**config.mk**
```make
export PLATFORM = sky130hd
export DESIGN_NAME = bus_cycle_controller
export DESIGN_NICKNAME = d
export VERILOG_FILES = /design/src/rtl/bus_cycle_controller_pkg.sv /design/src/rtl/bus_cycle_controller_wait_counter.sv /design/src/rtl/bus_cycle_controller.sv
export SDC_FILE = /design/constraint.sdc
export NUM_CORES = 1
export LEC_CHECK = 0
export ABC_AREA = 1
export CAP_MARGIN = 10
export CORE_AREA = 2 2 72 74
export CTS_BUF_LIST = sky130_fd_sc_hd__clkbuf_16
export DETAILED_ROUTE_END_ITERATION = 12
export DIE_AREA = 0 0 74 76
export HOLD_SLACK_MARGIN = 0.1
export SLEW_MARGIN = 30
export SYNTH_ARGS = -nofsm -noshare
export SYNTH_HDL_FRONTEND = slang
export SYNTH_SLANG_ARGS = --single-unit
export TNS_END_PERCENT = 100
```
**constraint.sdc**
```tcl
create_clock -name clk -period 2.1 [get_ports clk]
set_input_delay 0.21 -clock clk [delete_from_list [all_inputs] [get_ports clk]]
set_output_delay 0.21 -clock clk [all_outputs]
set_load 0.03 [all_outputs]
```
**src/rtl/bus_cycle_controller_pkg.sv**
```systemverilog
`default_nettype none
// +----------------------------------------------------------------------+
// | Module  : bus_ctrl_pkg                                               |
// | Brief   : Shared types and constants for the bus cycle controller.   |
// | Revision: 1.0 - initial release                                      |
// +----------------------------------------------------------------------+
package bus_ctrl_pkg;

  // Bus ownership / phase of the current access
  typedef enum logic [1:0] {
    S_CPU      = 2'd0,
    S_CPU_WAIT = 2'd1,
    S_DMA      = 2'd2,
    S_DMA_WAIT = 2'd3
  } bus_state_t;

  // Address bit selecting the slow region
  localparam int REGION_BIT = 15;

  // Bus direction encoding
  localparam logic READ  = 1'b1;
  localparam logic WRITE = 1'b0;

endpackage
`default_nettype wire

```
**src/rtl/bus_cycle_controller_wait_counter.sv**
```systemverilog
`default_nettype none
// +----------------------------------------------------------------------+
// | Module  : wait_counter                                               |
// | Brief   : Loadable down-counter, saturating at zero, with zero flag. |
// | Revision: 1.0 - initial release                                      |
// +----------------------------------------------------------------------+
module wait_counter #(
  parameter int WIDTH = 3
) (
  input  logic             clk,
  input  logic             rst,
  input  logic             load,
  input  logic [WIDTH-1:0] load_val,
  input  logic             dec,
  output logic [WIDTH-1:0] count,
  output logic             zero
);

  // Load has priority; decrement stops at zero so a ready stretch holds it there
  always_ff @(posedge clk) begin
    if (rst) begin
      count <= '0;
    end else if (load) begin
      count <= load_val;
    end else if (dec && (count != '0)) begin
      count <= count - 1'b1;
    end
  end

  assign zero = (count == '0);

endmodule
`default_nettype wire

```
**src/rtl/bus_cycle_controller.sv**
```systemverilog
`default_nettype none
// +----------------------------------------------------------------------+
// | Module  : bus_cycle_controller                                       |
// | Brief   : Sequences CPU bus cycles with region wait states and       |
// |           ext_ready stretching; arbitrates bursts for a DMA master.  |
// | Revision: 1.0 - initial release                                      |
// +----------------------------------------------------------------------+
module bus_cycle_controller
  import bus_ctrl_pkg::*;
#(
  parameter int WAIT_W    = 3,
  parameter int DMA_BURST = 4
) (
  input  logic              clk,
  input  logic              rst,
  input  logic [15:0]       cpu_addr,
  input  logic              cpu_rw,
  input  logic              instr_boundary,
  input  logic              dma_req,
  input  logic [15:0]       dma_addr,
  input  logic              dma_rw,
  input  logic              ext_ready,
  input  logic [WAIT_W-1:0] wait_fast,
  input  logic [WAIT_W-1:0] wait_slow,
  output logic              enableFFs,
  output logic              dma_gnt,
  output logic              dma_done,
  output logic [15:0]       bus_addr,
  output logic              bus_rw,
  output logic              bus_strobe
);

  localparam int BURST_W = $clog2(DMA_BURST + 1);
  localparam logic [BURST_W-1:0] BURST_MAX = BURST_W'(DMA_BURST);

  bus_state_t          state;
  bus_state_t          done_state;
  logic [BURST_W-1:0]  burst;
  logic [BURST_W-1:0]  burst_next;
  logic [BURST_W-1:0]  done_burst;
  logic [15:0]         hold_addr;
  logic                hold_rw;
  logic [WAIT_W-1:0]   wait_cnt;
  logic                wait_zero;
  logic                is_dma;
  logic                first;
  logic [15:0]         live_addr;
  logic                live_rw;
  logic [WAIT_W-1:0]   w;
  logic                complete;

  assign is_dma     = (state == S_DMA) || (state == S_DMA_WAIT);
  assign first      = (state == S_CPU) || (state == S_DMA);
  assign live_addr  = is_dma ? dma_addr : cpu_addr;
  assign live_rw    = is_dma ? dma_rw   : cpu_rw;
  // W only matters on an access's first cycle; later cycles run off the counter
  assign w          = live_addr[REGION_BIT] ? wait_slow : wait_fast;
  assign complete   = ext_ready && (first ? (w == '0) : wait_zero);
  assign burst_next = burst + BURST_W'(1);

  wait_counter #(.WIDTH(WAIT_W)) u_wait_counter (
    .clk      (clk),
    .rst      (rst),
    .load     (first && (w != '0)),
    .load_val (w - 1'b1),
    .dec      (!first),
    .count    (wait_cnt),
    .zero     (wait_zero)
  );

  // Decide the next owner once the current access completes
  always_comb begin
    done_state = S_CPU;
    done_burst = burst;
    if (!is_dma) begin
      if (instr_boundary && dma_req) begin
        done_state = S_DMA;
        done_burst = '0;
      end
    end else begin
      done_burst = burst_next;
      if (dma_req && (burst_next < BURST_MAX)) begin
        done_state = S_DMA;
      end
    end
  end

  // Access sequencing: latch address on the first cycle, wait, then hand over
  always_ff @(posedge clk) begin
    if (rst) begin
      state     <= S_CPU;
      burst     <= '0;
      hold_addr <= '0;
      hold_rw   <= WRITE;
    end else begin
      unique case (state)
        S_CPU, S_DMA: begin
          hold_addr <= live_addr;
          hold_rw   <= live_rw;
          if (w != '0) begin
            state <= is_dma ? S_DMA_WAIT : S_CPU_WAIT;
          end else if (complete) begin
            state <= done_state;
            burst <= done_burst;
          end
        end
        S_CPU_WAIT, S_DMA_WAIT: begin
          if (complete) begin
            state <= done_state;
            burst <= done_burst;
          end
        end
        default: state <= S_CPU;
      endcase
    end
  end

  // Outputs are forced idle while reset is held
  always_comb begin
    enableFFs  = !rst && !is_dma && complete;
    dma_done   = !rst && is_dma && complete;
    dma_gnt    = !rst && is_dma;
    bus_strobe = !rst;
    bus_addr   = rst ? 16'h0000 : (first ? live_addr : hold_addr);
    bus_rw     = rst ? READ : (first ? live_rw : hold_rw);
  end

endmodule
`default_nettype wire

```
# --- After elaboration in Yosys (flattened, before gate mapping) ---
# Cells that the tools add are included.
totals:
  register_bits: 25
  inputBits: 45
classes:
  n_addsub: 3
  magnitude_cmp: 1
  eq_ne: 4
  mux: 22
  n_reduce_logical: 22
ops:
  columns: ["op", "count"]
  rows:
  - ["16-bit two-way mux", 3]
  - ["3-bit two-way mux", 7]
  - ["2-bit two-way mux", 6]
  - ["1-bit logical AND", 9]
  - ["3-bit zero test", 2]
  - ["3-bit one-hot mux with 2 select lines", 1]
  - ["3-bit nonzero test", 2]
  - ["3-bit by 1-bit subtractor with 3-bit output (second input constant)", 2]
  - ["2-bit equality test (second input constant)", 2]
  - ["1-bit two-way mux", 4]
  - ["2-bit one-hot mux with 2 select lines", 1]
  - ["2-bit OR reduction", 2]
  - ["3-bit by 1-bit adder with 3-bit output (second input constant)", 1]
  - ["1-bit zero test", 3]
  - ["3-bit less-than comparator (second input constant)", 1]
  - ["2-bit by 1-bit equality test with 1-bit output (second input constant)", 1]
  - ["2-bit zero test", 1]
  - ["1-bit logical OR", 2]
  - ["2-bit inequality test (second input constant)", 1]
  - ["2-bit nonzero test", 1]

# --- Depth between registers and ports, before layout ---
logic_depth:
  word_depth: 10
  mapped_depth: 14
  mapped_depth_nobuf: 14

# --- Hierarchy ---
# From an unflattened synthesis, not the netlist that was laid out.
unflattened:
  hier_cells: 218
  area_unflattened_um2: 1491.4
by_module_without_submodules:
  columns: ["mod", "n_inst", "cells_each", "area_per_inst_um2"]
  rows:
  - ["bus_cycle_controller", 1, 184, 1290.0]
  - ["wait_counter", 1, 34, 201.4]

# --- Worst setup path after synthesis ---
# OpenSTA, ideal clock, no wires.
synth_path:
  path_kind: "register to output"
  start: "register state[1]"
  end: "output port dma_done"
  arrival_ns: 1.625
  required_ns: 1.890
  slack_ns: 0.265
  path_stages_with_launch: 12
  n_path_buf: 1
  cell_sequence: "dfxtp_1 inv_2 buf_6 nand2_1 nand3_1 nand2_1 nand3_2 nand2_2 nand2_2 nor2_4 inv_2 nor2_1"
synth_between:
  elab_chain_cells: 8
  word_cells_on_any_way: 12
  classes_between: "2 x eq/ne; 3 x mux; 7 x reduce/logical"
synth_lines:
  columns: ["element", "line", "source"]
  rows:
  - ["start, declared", "bus_cycle_controller.sv:36", "bus_state_t state;"]
  - ["start signal, assigned", "bus_cycle_controller.sv:101", "state <= is_dma ? S_DMA_WAIT : S_CPU_WAIT;"]
  - ["start signal, assigned", "bus_cycle_controller.sv:103", "state <= done_state;"]
  - ["start signal, assigned", "bus_cycle_controller.sv:109", "state <= done_state;"]
  - ["2-bit equality test (on tied branches)", "bus_cycle_controller.sv:52, bus_cycle_controller.sv:53", null]
  - ["1-bit logical OR", "bus_cycle_controller.sv:52", "assign is_dma = (state == S_DMA) || (state == S_DMA_WAIT);"]
  - ["16-bit two-way mux", "bus_cycle_controller.sv:54", "assign live_addr = is_dma ? dma_addr : cpu_addr;"]
  - ["3-bit two-way mux", "bus_cycle_controller.sv:57", "assign w = live_addr[REGION_BIT] ? wait_slow : wait_fast;"]
  - ["3-bit zero test", "bus_cycle_controller.sv:58", "assign complete = ext_ready && (first ? (w == '0) : wait_zero);"]
  - ["1-bit two-way mux", "bus_cycle_controller.sv:58", null]
  - ["1-bit logical AND", "bus_cycle_controller.sv:58", null]
  - ["1-bit logical AND (*)", "bus_cycle_controller.sv:121", "dma_done = !rst && is_dma && complete;"]
  - ["end, declared", "bus_cycle_controller.sv:27", "output logic dma_done,"]
# Every way passes the cells marked *; elsewhere a longest branch is shown, timed or not.

# --- Worst setup path in the final report ---
layout_path:
  start: "register state[1]"
  end: "output port enableFFs"
layout_between:
  elab_chain_cells: 8
  word_cells_on_any_way: 13
  classes_between: "2 x eq/ne; 3 x mux; 8 x reduce/logical"
layout_lines:
  columns: ["element", "line", "source"]
  rows:
  - ["2-bit equality test (on tied branches)", "bus_cycle_controller.sv:52, bus_cycle_controller.sv:53", null]
  - ["1-bit logical OR", "bus_cycle_controller.sv:52", null]
  - ["16-bit two-way mux", "bus_cycle_controller.sv:54", null]
  - ["3-bit two-way mux", "bus_cycle_controller.sv:57", null]
  - ["3-bit zero test", "bus_cycle_controller.sv:58", null]
  - ["1-bit two-way mux", "bus_cycle_controller.sv:58", null]
  - ["1-bit logical AND", "bus_cycle_controller.sv:58", null]
  - ["1-bit logical AND (*)", "bus_cycle_controller.sv:120", "enableFFs = !rst && !is_dma && complete;"]
  - ["end, declared", "bus_cycle_controller.sv:25", "output logic enableFFs,"]
# Marked as above.

==> results.py <==
metrics = {
    "synth": {
        "synth.cell_area_um2": 1400,
        "ys_seq_elements": 25,
        "synth.top_cells.by_area": "dfxtp_1 (36%), nand2_1 (14%), inv_1 (12%)",
        "synth_top_cell_by_area": "dfxtp_1",
        "synthCells": 215,
        "ys_types": 26,
        "ys_seq_area_share_pct": 35.8,
        "syn_nets": 262,
        "netlist.area_leader.share_pct": 35.8,
        "yosys_warnings": 0,
        "syn_avg_cell_area_um2": 6.49,
    },
    "routing": {
        "wire_per_inst_um": 10.7,
        "antenna_left": 0,
        "drt-total-wl_mm": 3.84,
        "vias": 1561,
        "drc": 0,
        "routed_via_density": 4.34,
        "drt_iter0_drc": 69,
        "drtPass1Iterations": 4,
    },
    "pwr": {
        "power.leakage_uw": 0.00125,
        "peakVddDrop_mv": 0.286,
        "powerDensity_nw_per_um2": 641,
    },
    "worst_hold_path": {
        "hold_path_class": "primary input to register",
    },
    "timing": {
        "fmax_ghz": 0.489,
        "hold_violations": 0,
        "fin_skew_ns": 0.00256,
        "final_max_slew_viol_count": 0,
        "setup-violations-final": 0,
        "fin_crit_ns": 2.04,
        "max_slew_margin_pct": 68.9,
        "tightest_slew_ns": 0.463,
        "rsz0062_at_grt": "true",
        "finalCritPeriodShare_pct": 97.3,
    },
    "die": {
        "num_rows": 26,
        "core_area_um2": 4910,
        "start_util_pct": 28.4,
        "pin_count": 66,
        "die_y_um": 76,
        "die-area_um2": 5620,
        "die_w_um": 74,
    },
    "cells_and_area": {
        "regArea_um2": 504,
        "num_antenna_cells": 0,
        "final.fill_count": 529,
        "fin_util_pct": 46.9,
        "stdcell_area_um2": 2300,
        "drive_above_1_share_pct": 19.7,
        "fin_nets": 338,
        "multi_input_area_um2": 726,
        "instances_no_fill": 360,
        "area_growth_pct": 64.9,
    },
    "grt": {
        "grt_util_all_layers_pct": 14.3,
        "gr-total-overflow": 0,
        "antenna_found_initial": 0,
        "grt_max_degree": 23,
        "grt_pass1_wl_mm": 6.55,
        "first_global_vias": 1487,
    },
    "clock_tree": {
        "cts_buffers": 3,
        "cts_tree": "done",
        "insertion_delay_ns": 0.25,
        "clk_pin_slew_ns": 0.06,
        "clk_path_buf_depth": 2,
        "clock-sinks": 25,
        "cts_root_buf": "clkbuf_16",
        "htree_levels": 1,
    },
    "flow_run": {
        "maxCapViolCount": 0,
    },
    "setup_path": {
        "critPathRequiredTime_ns": 1.89,
        "critPathLaunchType": "register",
        "worstSetupPathType": "register to output pin",
        "arrival_ns": 1.83,
        "worst_setup_path_end_kind": "output pin",
        "cp_max_fo": 5,
    },
    "run_status": {
        "status": "finished clean",
    },
    "placement": {
        "numPortBuffers": 65,
        "dpl_cell_area_um2": 2100,
        "gp_congestion": 0.795,
        "placedCellCount": 348,
        "dp_hpwl_mm": 2.85,
    },
}
[layer usage]
| metal | wire, um | up-vias | track usage (%) |
|---|---|---|---|
| met2 | 1810 | 47 | 23.2 |
| met1 | 1700 | 682 | 19.1 |
| li1 | - | 830 | - |
| met3 | 306 | 2 | 4.50 |
| met5 | 0 | - | 0 |
| met4 | 19 | 0 | 1.64 |
[power breakdown]
part           switching [uW]  leakage (uW)  internal (uW)
registers                29.0      0.000208            526
logic                     272       0.00100            238
clock network             156     0.0000423            254
total                     458       0.00125           1020
[worst max-delay path, stage by stage, from the launching register on]
cell and delay (ns):
dfxtp_4 0.39, buf_6 0.13, nand2_2 0.08, nand3_2 0.08, nand2_2 0.10, nand3_2 0.10, nand2_4 0.11, nand2_4 0.07
nor2_4 0.15, inv_2 0.06, nor3_2 0.15, buf_4 0.17
[final timing paths]
| kind | depth (start not counted) | start | endpoint | slack, ns |
|---|---|---|---|---|
| worst max register to register | 11 | state[1] | u_wait_counter.count[1] | 0.35 |
| worst min-delay path | 5 | dma_addr[15] | hold_addr[15] | 0.46 |
| worst max-delay path | 11 | state[1] | enableFFs | 0.06 |
| worst min register to register | 2 | burst[1] | burst[1] | 0.47 |
[placed cells by master (no fill, tap or decap)]
cell type        instances
nand3_1                 24
nand4_1                  3
nor2_4                   1
inv_4                    1
o211ai_1                15
nand2_4                  4
o22ai_1                  1
dfxtp_4                  1
nand3_2                  4
clkbuf_16                3
dfxtp_1                 24
clkdlybuf4s50_1         43
a211oi_1                 1
o31ai_1                  1
o21ai_0                  4
nor2_1                  15
xor2_1                   1
ha_1                     2
buf_4                   33
a21oi_2                  1
o21ai_1                  1
nor3_2                   1
inv_1                   46
inv_2                    2
dlygate4sd2_1            1
buf_6                    1
nand2_1                 45
nand3b_1                 1
a21oi_1                  3
dlymetal6s2s_1           2
nand2_2                  5
[timing repair]
action | in CTS | in global routing
pin swaps | 0 | 9
endpoints found under the setup margin | 4 | 3
gates resized for setup | 2 | 19
setup buffers | 0 | 8
hold buffers | 0 | 0
[Yosys cell counts (all sizes together)]
| cell | number |
|---|---|
| o31ai | 1 |
| nand4 | 3 |
| xor2 | 1 |
| clkbuf | 4 |
| nor3 | 1 |
| a211oi | 1 |
| inv | 48 |
| nand3b | 1 |
| ha | 2 |
| o22ai | 1 |
| a21oi | 4 |
| o21ai | 5 |
| buf | 5 |
| o211ai | 15 |
| dfxtp | 25 |
| nor2 | 16 |
| nand3 | 28 |
| nand2 | 54 |
[sequential cells by signal, indices dropped and copies added (netlist names)]
name / flops
burst: 3
hold_addr: 16
hold_rw: 1
state: 2
u_wait_counter.count: 3
[through the flow]
| stage | total power, uW | TNS [ns] | hold slack (ns) | worst slack (ns) |
|---|---|---|---|---|
| finish | 1480 | 0 | 0.464 | 0.0571 |
| detailed placement | 1030 | 0 | 0.473 | 0.0326 |
| global placement | 1030 | 0 | 0.461 | 0.0829 |
| floorplan | 832 | 0 | 0.279 | 0.265 |
| global route | 1580 | -0.105 | 0.510 | -0.105 |
| CTS | 1450 | 0 | 0.481 | 0.00500 |
[cells by family (layout without fill, tap and decap cells)]
kind of cell / count (synthesis) / in the layout / synth area share, %
compound gates: 27 / 27 / 13.1
flops: 25 / 25 / 35.8
xor+xnor: 1 / 1 / 0.627
buf+inv: 57 / 132 / 15.9
fa+ha+maj: 2 / 2 / 1.79
simple gates: 103 / 103 / 32.7
[layout make-up]
type | instances | share of cell area, %
Multi-Input combinational cell | 133 | 31.5
Timing Repair Buffer | 80 | 31.4
Sequential cell | 25 | 21.9
Inverter | 48 | 7.93
Tap cell | 70 | 3.80
Clock buffer | 3 | 3.26
Clock inverter | 1 | 0.163
Power figures use the tool's default switching activity.
